<file path="config.mk">
export PLATFORM = sky130hd
export DESIGN_NAME = btn_conditioner
export DESIGN_NICKNAME = d
export VERILOG_FILES = /design/src/rtl/btn_conditioner.sv
export SDC_FILE = /design/constraint.sdc
export NUM_CORES = 1
export LEC_CHECK = 0
export CORE_ASPECT_RATIO = 1.75
export CORE_MARGIN = 2
export CORE_UTILIZATION = 50
export DETAILED_ROUTE_END_ITERATION = 10
export DONT_BUFFER_PORTS = 1
export SYNTH_ARGS = -nofsm -noshare
export SYNTH_HDL_FRONTEND = slang
export SYNTH_SLANG_ARGS = --single-unit
export TNS_END_PERCENT = 50
</file>
<file path="constraint.sdc">
create_clock -name clk -period 3.85 [get_ports clk]
set_input_delay 0.1925 -clock clk [delete_from_list [all_inputs] [get_ports clk]]
set_output_delay 0.1925 -clock clk [all_outputs]
set_load 0.01 [all_outputs]
</file>
<file path="src/rtl/btn_conditioner.sv">
// Push-button conditioner: synchroniser, debouncer, and press/release/long-press strobes with a wrapping press counter.
// The release strobe is named release_pulse because "release" is a reserved word in SystemVerilog.
module btn_conditioner #(
    parameter int DEBOUNCE_CYCLES = 120000,
    parameter int LONG_CYCLES     = 12000000,
    parameter bit INVERT          = 1'b1
) (
    input  logic       clk,
    input  logic       rst,
    input  logic       btn,
    output logic       btn_level,
    output logic       press,
    output logic       release_pulse,
    output logic       long_press,
    output logic [7:0] press_count
);

    localparam int DW = (DEBOUNCE_CYCLES > 1) ? $clog2(DEBOUNCE_CYCLES + 1) : 1;
    localparam int HW = (LONG_CYCLES > 1) ? $clog2(LONG_CYCLES + 1) : 1;
    localparam logic [DW-1:0] DB_LAST   = DW'(DEBOUNCE_CYCLES - 1);
    localparam logic [HW-1:0] HOLD_LAST = HW'(LONG_CYCLES - 1);

    typedef enum logic [1:0] {
        IDLE    = 2'd0,
        PRESSED = 2'd1,
        LONG    = 2'd2
    } state_t;

    logic          pad;
    logic          s1_reg;
    logic          s2_reg;
    logic [DW-1:0] db_ctr_reg;
    logic          level_reg;
    logic          level_change;
    logic          level_rise;
    logic          level_fall;

    state_t        state_reg;
    logic [HW-1:0] hold_ctr_reg;
    logic          press_reg;
    logic          release_reg;
    logic          long_reg;
    logic [7:0]    count_reg;

    // Normalise polarity before synchronising so everything downstream sees 1 = pressed.
    assign pad = INVERT ? ~btn : btn;

    always_ff @(posedge clk) begin
        if (rst) begin
            s1_reg <= 1'b0;
            s2_reg <= 1'b0;
        end else begin
            s1_reg <= pad;
            s2_reg <= s1_reg;
        end
    end

    // Counter only runs while the synchronised sample disagrees with the accepted level.
    always_ff @(posedge clk) begin
        if (rst) begin
            db_ctr_reg <= '0;
            level_reg  <= 1'b0;
        end else if (s2_reg == level_reg) begin
            db_ctr_reg <= '0;
        end else if (db_ctr_reg == DB_LAST) begin
            db_ctr_reg <= '0;
            level_reg  <= s2_reg;
        end else begin
            db_ctr_reg <= db_ctr_reg + 1'b1;
        end
    end

    // The FSM reacts to the acceptance event itself so its strobes land on the same edge as btn_level.
    assign level_change = (s2_reg != level_reg) && (db_ctr_reg == DB_LAST);
    assign level_rise   = level_change && s2_reg;
    assign level_fall   = level_change && !s2_reg;

    always_ff @(posedge clk) begin
        if (rst) begin
            state_reg    <= IDLE;
            hold_ctr_reg <= '0;
            press_reg    <= 1'b0;
            release_reg  <= 1'b0;
            long_reg     <= 1'b0;
            count_reg    <= 8'd0;
        end else begin
            press_reg   <= 1'b0;
            release_reg <= 1'b0;
            long_reg    <= 1'b0;
            case (state_reg)
                IDLE: begin
                    hold_ctr_reg <= '0;
                    if (level_rise) begin
                        state_reg <= PRESSED;
                        press_reg <= 1'b1;
                        count_reg <= count_reg + 8'd1;
                    end
                end
                PRESSED: begin
                    // A release on the would-be long-press edge takes priority.
                    if (level_fall) begin
                        state_reg    <= IDLE;
                        release_reg  <= 1'b1;
                        hold_ctr_reg <= '0;
                    end else if (hold_ctr_reg == HOLD_LAST) begin
                        state_reg <= LONG;
                        long_reg  <= 1'b1;
                    end else begin
                        hold_ctr_reg <= hold_ctr_reg + 1'b1;
                    end
                end
                LONG: begin
                    if (level_fall) begin
                        state_reg    <= IDLE;
                        release_reg  <= 1'b1;
                        hold_ctr_reg <= '0;
                    end
                end
                default: begin
                    state_reg    <= IDLE;
                    hold_ctr_reg <= '0;
                end
            endcase
        end
    end

    assign btn_level     = level_reg;
    assign press         = press_reg;
    assign release_pulse = release_reg;
    assign long_press    = long_reg;
    assign press_count   = count_reg;

endmodule
</file>
==> results.txt, run 1 <==
Clock Power Share -> 47.7%
Post-synth ARST share -> 0%
Nature of the critical path startpoint -> register
YS warnings -> 0
Layout fillers -> 553
DP HPWL -> 4990 µm
Final core utilization -> 56.5%
Max Cap Violations -> 0
DRT iter0 DRCs -> 224
CTS H-tree lvls -> 3
Mux share of post-synthesis cell area -> 1.03%
Setup_tns -> 0 ns
Post-synth EDFFs -> 0
Final period util -> 67.3%
Hold WC Path Type -> primary input to register
Count of cell types in the netlist -> 56
Residual DRC count -> 0
CTS Hold Bufs -> 3
Largest net degree at the start of global routing -> 20
CTS tree -> yes
VDD IR max -> 282 µV
Slew margin rel. -> 20.5%
Sequential Power Share -> 50.9%
Port-buffer cells -> 0
CTS resizes -> 0
Worst Path Arrival -> 2.83 ns
Die Wd -> 61.6 µm
Layout area overhead -> 8.79%
Critical Path Fanout Max -> 18
Grt ovf -> 0
Vias in the first global route -> 2,476
Maximum clock path buffer count -> 2
Gp weighted congestion -> 0.916
Core area -> 0.00559 mm²
I/O Pins -> 15
Area of the multi-input gates -> 0.00164 mm²
Logic pwr share -> 1.5%
Vias -> 2,568
Storage element area -> 0.00114 mm²
Clock Skew -> 0.00838 ns
Final hold vios -> 0
Largest family of logic cells by synthesized area -> simple AND/OR/NAND/NOR gates
Cell Area, Synth -> 0.00290 mm²
Largest cells by area after synthesis -> dfxtp_1 39%, nand3_1 4.7%, nor2_1 4.5%
Simple-gate share of the synthesized area -> 30.3%
Clock-pin transition on the worst setup and hold timing paths -> 0.07 ns
Clock period minus worst slack -> 2.59 ns
Antenna violations before repair -> 0
Die height -> 105 µm
Slew Limit Fails -> 0
Final nets -> 353
Internal cell power -> 0.910 mW
Place WS -> 1.30 ns
Crit path capture type -> register
Unrepaired setup endpoints after global routing -> false
Diode count -> 0
Worst skew pair latency -> 0.33 ns
Status -> completed
Clk sinks -> 57
DR pass1 iterations -> 5
PnR worst setup slack -> 1.26 ns
Compound-Gate Fraction of Synth Area -> 16.9%
Fraction of layout cells with a size suffix above 1 -> 7.16%
Die area -> 0.00645 mm²
Flops & latches, synth -> 57
Largest area contributor in the netlist -> dfxtp_1
Num CTS Buffers -> 9
DR vias/cell -> 6.04
Adder-Cell Fraction of Synth Area -> 2.59%
Worst slew pin tran -> 1.19 ns
Post-CTS Setup Inserts -> 0
Total Power -> 1.16 mW
Endpoints failing setup -> 0
First-pass GRT wire length -> 11,400 µm
Share of the synthesized area in the top cell type -> 39.3%
DRT Wirelength -> 7010 µm
Fmax -> 0.386 GHz
Sw Ratio -> 21.8%
Ys flop type -> dfxtp_1
Syn Inst Count -> 343
Switching power total -> 0.254 mW
Root Buffer -> clkbuf_8
Xor/xnor cell area share of the yosys netlist -> 5.73%
Max reg flops -> 24
Total Routing Usage GR -> 23.4%
Power Density -> 368 mW/mm²
Sequential area share after synthesis -> 39.3%
Routed len/inst -> 16.5 µm
Syn Area/Cell -> 8.46 µm²
CP Class -> register to register
Critical Path RT -> 4.09 ns
Syn Nets -> 352
# placed instances -> 406
Rows -> 36
Starting Density -> 52.0%
Post-route ant nets -> 0
LEAKAGE -> 0.998 nW
Finished Layout Cells -> 425
==> cell type report <==
type | count | share of cell area, %
inverters | 11 | 1.31
flip-flops and latches | 57 | 36.1
well taps | 76 | 3.01
multi-input cells | 260 | 51.9
clock buffers | 11 | 4.48
clock inverters | 5 | 1.74
repair buffers | 5 | 1.43
==> metal layers <==
layer | wire, µm | track usage (%) | part of all wire [%] | up-vias
li1 | - | - | - | 1275
met5 | 0 | 0 | 0 | -
met1 | 2710 | 25.3 | 39 | 1202
met3 | 249 | 4.83 | 3.6 | 24
met4 | 259 | 12.3 | 3.7 | 0
met2 | 3790 | 40.1 | 54 | 67
==> path summary, 6_finish.rpt <==
kind                start          endpoint  slack, ns  cells past startpoint
max          state_reg[0]  hold_ctr_reg[13]       1.26                      6
min                   rst    press_count[5]       0.03                      3
max reg2reg  state_reg[0]  hold_ctr_reg[13]       1.26                      6
min reg2reg        s1_reg            s2_reg       0.44                      1
==> cells in the final DEF, fill, tap and decap left out, types with 10 or more instances in the layout <==
| cell type | n |
|---|---|
| a21oi_1 | 24 |
| clkbuf_8 | 10 |
| dfxtp_1 | 57 |
| inv_1 | 10 |
| nand2_1 | 31 |
| nand3_1 | 27 |
| nand4_1 | 15 |
| nor2_1 | 35 |
| nor3_1 | 11 |
| xor2_1 | 13 |
==> worst max-delay path, stage by stage (launching register included) <==
cell and delay, ns:
dfxtp_1 0.37, inv_1 0.08, ha_1 0.44, inv_1 0.31, nand2_1 0.40, or3_1 0.59, o41ai_1 0.31
==> kinds of logic (layout without fill, tap and decap cells) <==
kind of cell / Yosys count / in the layout
adders and majority gates: 6 / 6
DFF: 57 / 57
and+or+nand+nor: 159 / 159
AOI/OAI and AO/OA: 73 / 73
xor gates and xnor gates: 19 / 19
muxes: 3 / 3
buffers and inverters: 26 / 32
==> stage by stage <==
step | area (µm²) | hold slack (ns)
floorplan | 2900 | 0.259
global placement | 2930 | 0.261
detailed placement | 2930 | 0.262
CTS | 3160 | 0.0204
global route | 3160 | 0.0480
finish | 3160 | 0.0342
==> cell usage after synthesis (3+ instances only) <==
master,instances
ha_1,6
a21oi_1,24
nor4_1,4
nor2b_1,3
nand4_1,15
and4_1,5
xor2_1,13
dfxtp_1,57
nor2_1,35
and3_1,5
mux2i_1,3
o21ai_0,9
inv_1,10
nor3_1,11
nand3_1,27
a31oi_1,4
clkbuf_1,7
or4_1,7
buf_2,5
or3_1,4
nand2_1,31
a22oi_1,4
o211ai_1,9
o311ai_0,3
xnor2_1,6
==> power groups by stage <==
stage | registers [mW] | logic, mW | clock network, mW
floorplan | 0.605 | 0.0124 | 0
global placement | 0.605 | 0.0136 | 0
detailed placement | 0.605 | 0.0136 | 0
CTS | 0.591 | 0.0175 | 0.569
global route | 0.591 | 0.0194 | 0.591
finish | 0.592 | 0.0174 | 0.554
No activity file was read; power rests on OpenSTA's default activity.
==> inputs of run 2 (changes only) <==
--- a/config.mk
+++ b/config.mk
@@ -5,6 +5,7 @@
 export SDC_FILE = /design/constraint.sdc
 export NUM_CORES = 1
 export LEC_CHECK = 0
+export ABC_AREA = 1
 export CORE_ASPECT_RATIO = 1.75
 export CORE_MARGIN = 2
 export CORE_UTILIZATION = 50
==> constraint.sdc (replaced) <==
create_clock -name clk -period 2.5 [get_ports clk]
set_input_delay 0.125 -clock clk [delete_from_list [all_inputs] [get_ports clk]]
set_output_delay 0.125 -clock clk [all_outputs]
set_load 0.01 [all_outputs]
==> run 2 against run 1 <==
  * Via count increased by 27%
  * Non-clock buffer count up 2
  * Critical path depth is 4 higher
  * Setup slack got worse by 0.84 ns
  * Final area is 24% higher
  * First-iteration DRC count fell by 48%
  * Fmax grew 24%
  * Count of clock-buffer cells in the layout stayed put
  * Combinational power grew to 6.6 times the previous value
  * Clock skew fell by 0.0048 ns
  * Sequential share of layout area is 7.1 points lower
  * Highest routed layer unchanged
==> results.txt, run 2 <==
Maximum clock path buffer count -> 2 (unchanged)
Endpoints failing setup -> 0 (unchanged)
Final instance area -> 0.00392 mm² (+24%)
Finished Layout Cells -> 630 (+48%)
Place WS -> 0.432 ns (-0.868 ns)
Die height -> 116 µm (+11%)
Worst slew pin tran -> 0.638 ns (-0.554 ns)
Final nets -> 550 (+56%)
Root Buffer -> clkbuf_16
Final hold vios -> 0 (unchanged)
Critical Path RT -> 2.73 ns (-1.36 ns)
Most common cell after layout, fill and taps aside -> nand2_1
Syn Nets -> 547 (+55%)
Synth cell count leaders -> 114 x nand2_1, 86 x nor2_1, 75 x inv_1
Most common cell in the netlist -> nand2_1
First-pass GRT wire length -> 14,100 µm (+24%)
Post-route ant nets -> 0 (unchanged)
Antenna violations before repair -> 0 (unchanged)
Post-synth EDFFs -> 0 (unchanged)
Vias -> 3,270 (+27%)
Slew margin rel. -> 57.1% (+37 points)
Cell Area, Synth -> 0.00358 mm² (+23%)
DR pass1 iterations -> 4 (-1)
Diode count -> 0 (unchanged)
Num CTS Buffers -> 9 (unchanged)
Rows -> 40 (+11%)
Setup_tns -> 0 ns (unchanged)
LEAKAGE -> 1.55 nW (+56%)
Layout area overhead -> 9.50%
I/O Pins -> 15 (unchanged)
Total Routing Usage GR -> 23.9% (+0.53 points)
Most common cell on crit path -> nand3_4
Grt ovf -> 0 (unchanged)
YS warnings -> 0 (unchanged)
Clock Skew -> 0.00354 ns (-0.00484 ns)
CTS H-tree lvls -> 3 (unchanged)
DRT Wirelength -> 8560 µm (+22%)
Starting Density -> 51.9% (-0.087 points)
Post-synth ARST share -> 0% (unchanged)
Post-CTS Setup Inserts -> 0 (unchanged)
Syn Inst Count -> 538 (+57%)
Critical Path Fanout Max -> 22 (+4)
Die area -> 0.00789 mm² (+22%)
Layout fillers -> 696 (+26%)
Core area -> 0.00691 mm² (+24%)
CTS tree -> yes
Largest cells by area after synthesis -> dfxtp_1 32%, nand2_1 12%, nor2_1 9.0%
Syn Area/Cell -> 6.66 µm² (-21%)
Clock period minus worst slack -> 2.08 ns (-0.507 ns)
Count of cell types in the netlist -> 40 (-29%)
Commonest cells after routing, fill and taps aside -> 114 x nand2_1, 86 x nor2_1, 75 x inv_1
Fmax -> 0.480 GHz (+24%)
Dpl cell area -> 0.00360 mm² (+23%)
Vias in the first global route -> 3,164 (+28%)
VDD IR max -> 331 µV (+17%)
DR vias/cell -> 5.19 (-14%)
DRT iter0 DRCs -> 117 (-48%)
Crit path capture type -> register
Port-buffer cells -> 0 (unchanged)
Flops & latches, synth -> 57 (unchanged)
CP Class -> register to register
DP HPWL -> 6410 µm (+29%)
Max Cap Violations -> 0 (unchanged)
Gp weighted congestion -> 0.915 (about the same)
Clk sinks -> 57 (unchanged)
Unrepaired setup endpoints after global routing -> false
Max reg flops -> 24 (unchanged)
Sequential area share after synthesis -> 31.8% (-7.5 points)
Routed len/inst -> 13.6 µm (-18%)
Ys flop type -> dfxtp_1
Fraction of layout cells with a size suffix above 1 -> 14.7% (+7.5 points)
Status -> completed
Worst Path Arrival -> 2.31 ns (-0.52 ns)
Total Power -> 2.27 mW (+95%)
Power Density -> 579 mW/mm² (+57%)
Largest net degree at the start of global routing -> 28 (+40%)
Die Wd -> 68.0 µm (+10%)
Crit path cell chain -> ha_1, nand3_1, nor2_4, nand3_4, nand3_4, nand2_4, inv_12, nand2_2, nand2_1, nor2_2
Hold WC Path Type -> primary input to register
Nature of the critical path startpoint -> register
Max incr delay on CP -> 0.36 ns (-0.23 ns)
Slew Limit Fails -> 0 (unchanged)
# placed instances -> 611 (+50%)
Worst skew pair latency -> 0.33 ns (about the same)
Final period util -> 83.3% (+16 points)
Crit-path slowest cell -> dfxtp_1
Clock-pin transition on the worst setup and hold timing paths -> 0.05 ns (-0.02 ns)
Residual DRC count -> 0 (unchanged)
Largest area contributor in the netlist -> dfxtp_1
PnR worst setup slack -> 0.417 ns (-0.843 ns)
Share of the synthesized area in the top cell type -> 31.8% (-7.5 points)
run 2: cell count changes after synthesis, sizes merged, moves of 6 or more:
cell / change
or4: -8
nand3: +34
xor2: -8
nor2: +65
inv: +70
nor4: -6
nand2: +105
run 2: logic make-up after synthesis:
group,after synthesis,share of synthesized area (%)
buffers and inverters,96,12.3
AND/OR/NAND/NOR,325,44.2
flip-flops,57,31.8
XOR/XNOR,9,2.20
AO/OA/AOI/OAI,45,7.40
adder cells (fa/ha/maj),6,2.09
run 2: critical path: cells and delay by family, from the launching register on:
family | cells | cell delay [ns]
and+or+nand+nor | 8 | 1.27
DFF | 1 | 0.36
adders and majority gates | 1 | 0.21
buffers and inverters | 1 | 0.15
run 2: layout make-up:
| cell class | instances | area [µm²] | area share (%) |
|---|---|---|---|
| Clock buffer | 11 | 243 | 6.19 |
| Clock inverter | 5 | 55.1 | 1.40 |
| Inverter | 81 | 318 | 8.10 |
| Multi-Input combinational cell | 385 | 2000 | 51.0 |
| Sequential cell | 57 | 1140 | 29.1 |
| Tap cell | 84 | 105 | 2.68 |
| Timing Repair Buffer | 7 | 60.1 | 1.53 |
run 2: through the flow:
step | hold slack [ns] | utilization [%]
after global placement | 0.193 | 52.1
final | 0.182 | 56.8
after detailed placement | 0.195 | 52.1
after global routing | 0.232 | 56.8
after CTS | 0.193 | 56.8
after floorplan | 0.192 | -
run 2: repair_timing:
action | CTS | global route
hold buffers | 3 | 0
resized for setup | 0 | 0
endpoints found under the hold margin | 9 | 0
run 2: final timing paths:
kind                                    start               end  slack, ns  cells after the start
worst max-delay path            db_ctr_reg[0]  hold_ctr_reg[12]       0.42                     10
worst min register to register         s1_reg            s2_reg       0.40                      2
worst min-delay path                      rst    db_ctr_reg[14]       0.18                      3
worst max register to register  db_ctr_reg[0]  hold_ctr_reg[12]       0.42                     10
run 2: routing by layer:
metal	track usage (%)	vias up	part of all wire, %
li1	-	1692	-
met1	23.6	1510	39
met2	44.1	43	55
met3	4.47	25	1.9
met4	14.1	0	3.5
met5	0	-	0
run 2: power breakdown:
| group | internal, mW | total, mW | switching [mW] |
|---|---|---|---|
| combinational | 0.0429 | 0.115 | 0.0721 |
| clock | 0.794 | 1.24 | 0.441 |
| sequential | 0.915 | 0.920 | 0.00478 |
==> inputs of run 3 (changes only) <==
--- a/config.mk
+++ b/config.mk
@@ -5,12 +5,13 @@
 export SDC_FILE = /design/constraint.sdc
 export NUM_CORES = 1
 export LEC_CHECK = 0
-export ABC_AREA = 1
+export ABC_AREA = 0
 export CORE_ASPECT_RATIO = 1.75
 export CORE_MARGIN = 2
 export CORE_UTILIZATION = 50
 export DETAILED_ROUTE_END_ITERATION = 10
 export DONT_BUFFER_PORTS = 1
+export PLACE_DENSITY = 0.68
 export SYNTH_ARGS = -nofsm -noshare
 export SYNTH_HDL_FRONTEND = slang
 export SYNTH_SLANG_ARGS = --single-unit
==> constraint.sdc (replaced) <==
create_clock -name clk -period 1.7 [get_ports clk]
set_input_delay 0.085 -clock clk [delete_from_list [all_inputs] [get_ports clk]]
set_output_delay 0.085 -clock clk [all_outputs]
set_load 0.01 [all_outputs]
==> run 3 against run 2 <==
  * The run now ends with negative setup slack left
  * Sequential power rose by 46%
  * Sequential share of layout area fell by 0.96 points
  * Flip-flop and latch count did not move
  * Final area rose by 3.8%
  * Final cell count fell by 17%
  * First-iteration DRC count rose by 83%
  * Worst hold slack got worse by 0.16 ns
  * Count of clock-buffer cells in the layout rose by 1
  * Power rose by 13%
  * Global-route usage rose by 3.5 points
  * Setup slack got worse by 0.75 ns
  * Largest cell class unchanged
==> results.txt, run 3 (synthesis gave the netlist of run 1 again) <==
Status -> finished, violations left
Failing checks -> negative setup slack
Hold Crit Depth -> 3 (unchanged)
Residual DRC count -> 0 (unchanged)
Antenna violations before repair -> 0 (unchanged)
Fraction of layout cells with a size suffix above 1 -> 34.3% (+20 points)
Worst r2r src -> db_ctr_reg[11]
Max reg flops -> 24 (unchanged)
I/O Pins -> 15 (unchanged)
Most common cell after layout, fill and taps aside -> buf_4
CTS tree -> yes
Total Routing Usage GR -> 27.4% (+3.5 points)
CP Class -> register to register
Clk sinks -> 57 (unchanged)
Starting Density -> 52.0% (+0.087 points)
Gp weighted congestion -> 0.924 (+0.96%)
Final nets -> 451 (-18%)
Hold path start -> rst
Clock-pin transition on the worst setup and hold timing paths -> 0.06 ns (about the same)
Diode count -> 0 (unchanged)
Worst skew pair latency -> 0.34 ns (about the same)
First-pass GRT wire length -> 13,400 µm (-5.4%)
Unrepaired setup endpoints after global routing -> true
Vias -> 3,022 (-7.6%)
Die Wd -> 61.6 µm (-9.4%)
Clock period minus worst slack -> 2.03 ns (-0.0525 ns)
DRT iter0 DRCs -> 214 (+83%)
Worst Reg2Reg Path Length in Cells -> 6 (-4)
Hold WS -> 0.0226 ns (-0.159 ns)
Hold WC Path Type -> primary input to register
Port-buffer cells -> 0 (unchanged)
Commonest cells after routing, fill and taps aside -> 96 x buf_4, 54 x dfxtp_1, 35 x nor2_1
Place WS -> -0.370 ns (-0.802 ns)
Largest net degree at the start of global routing -> 18 (-36%)
Core area -> 0.00559 mm² (-19%)
DP HPWL -> 5970 µm (-6.8%)
Worst Path Arrival -> 2.25 ns (-0.06 ns)
PnR worst setup slack -> -0.331 ns (-0.748 ns)
Rows -> 36 (-10%)
Final hold vios -> 0 (unchanged)
Slew Limit Fails -> 0 (unchanged)
Die height -> 105 µm (-9.7%)
Grt ovf -> 0 (unchanged)
Layout area overhead -> 40.3%
Maximum clock path buffer count -> 2 (unchanged)
VDD IR max -> 640 µV (+93%)
Post-route ant nets -> 0 (unchanged)
Max Cap Violations -> 0 (unchanged)
Die area -> 0.00645 mm² (-18%)
Slew margin rel. -> 65.4% (+8.3 points)
CTS H-tree lvls -> 3 (unchanged)
Power Density -> 629 mW/mm² (+8.7%)
Root Buffer -> clkbuf_8
Worst slew pin tran -> 0.517 ns (-0.121 ns)
Critical Path RT -> 1.92 ns (-0.81 ns)
DRT Wirelength -> 8400 µm (-1.9%)
Num CTS Buffers -> 9 (unchanged)
Fmax -> 0.492 GHz (+2.6%)
Endpoints failing setup -> 52 (+52)
Final period util -> 119% (+36 points)
Vias in the first global route -> 2,997 (-5.3%)
Crit path from -> db_ctr_reg[11]
DR vias/cell -> 5.79 (+12%)
Nature of the critical path startpoint -> register
Critical Path Fanout Max -> 8 (-64%)
DR pass1 iterations -> 4 (unchanged)
LEAKAGE -> 1.54 nW (-0.65%)
Layout fillers -> 465 (-33%)
Crit path capture type -> register
Routed len/inst -> 16.1 µm (+18%)
Clock Skew -> 0.00735 ns (+0.00381 ns)
==> run 3: path summary, 6_finish.rpt <==
kind                            to  slack, ns
setup / recovery  hold_ctr_reg[19]      -0.33
hold / removal    hold_ctr_reg[22]       0.02
hold reg to reg             s2_reg       0.45
setup reg to reg  hold_ctr_reg[19]      -0.33
==> run 3: worst max-delay path, cell delays in order, from the launching register on <==
cell and delay (ns):
dfxtp_2 0.32, or4b_4 0.55, or4_4 0.51, buf_4 0.18
o21ai_4 0.16, or4_1 0.14, mux2i_1 0.06
==> run 3: per-layer routing <==
metal / GRT usage [%] / share of wire (%) / vias up
met3: 7.55 / 4.6 / 23
met5: 0 / 0 / -
li1: - / - / 1478
met1: 27.6 / 36 / 1428
met4: 15.3 / 3.3 / 0
met2: 47.5 / 56 / 93
==> run 3: area by class of cell <==
type	count	area, µm²	share of cell area, %
clock buffers	12	165	4.06
clock inverters	3	15.0	0.369
inverters	11	41.3	1.01
multi-input cells	261	1810	44.4
flip-flops and latches	57	1140	28.1
well taps	76	95.1	2.34
repair buffers	102	803	19.7
==> run 3: stage by stage <==
step	power (mW)	util (%)	TNS, ns	area [µm²]	std cells
floorplan	1.40	-	-11.46	2950	343
global placement	1.42	66.0	-12.11	3690	498
detailed placement	1.42	66.0	-13.16	3690	498
CTS	2.58	71.0	-12.54	3970	519
global route	2.63	72.9	-15.67	4070	522
finish	2.56	72.9	-12.28	4070	522
==> run 3: repair_timing <==
| action | 4_1_cts | 5_1_grt |
|---|---|---|
| endpoints found under the hold margin | 12 | 0 |
| endpoints found under the setup margin | 52 | 54 |
| buffers inserted | 3 | 3 |
| pin swaps | 10 | 9 |
| hold buffers | 2 | 0 |
| gates resized for setup | 9 | 20 |
| cloned | 1 | 0 |
==> run 3: power breakdown <==
part	switching [mW]	leakage (nW)	total, mW	internal (mW)
Sequential	0.00136	0.461	1.34	1.34
Clock	0.526	0.0980	1.16	0.632
Combinational	0.0385	0.985	0.0631	0.0247
Total	0.566	1.54	2.56	1.99
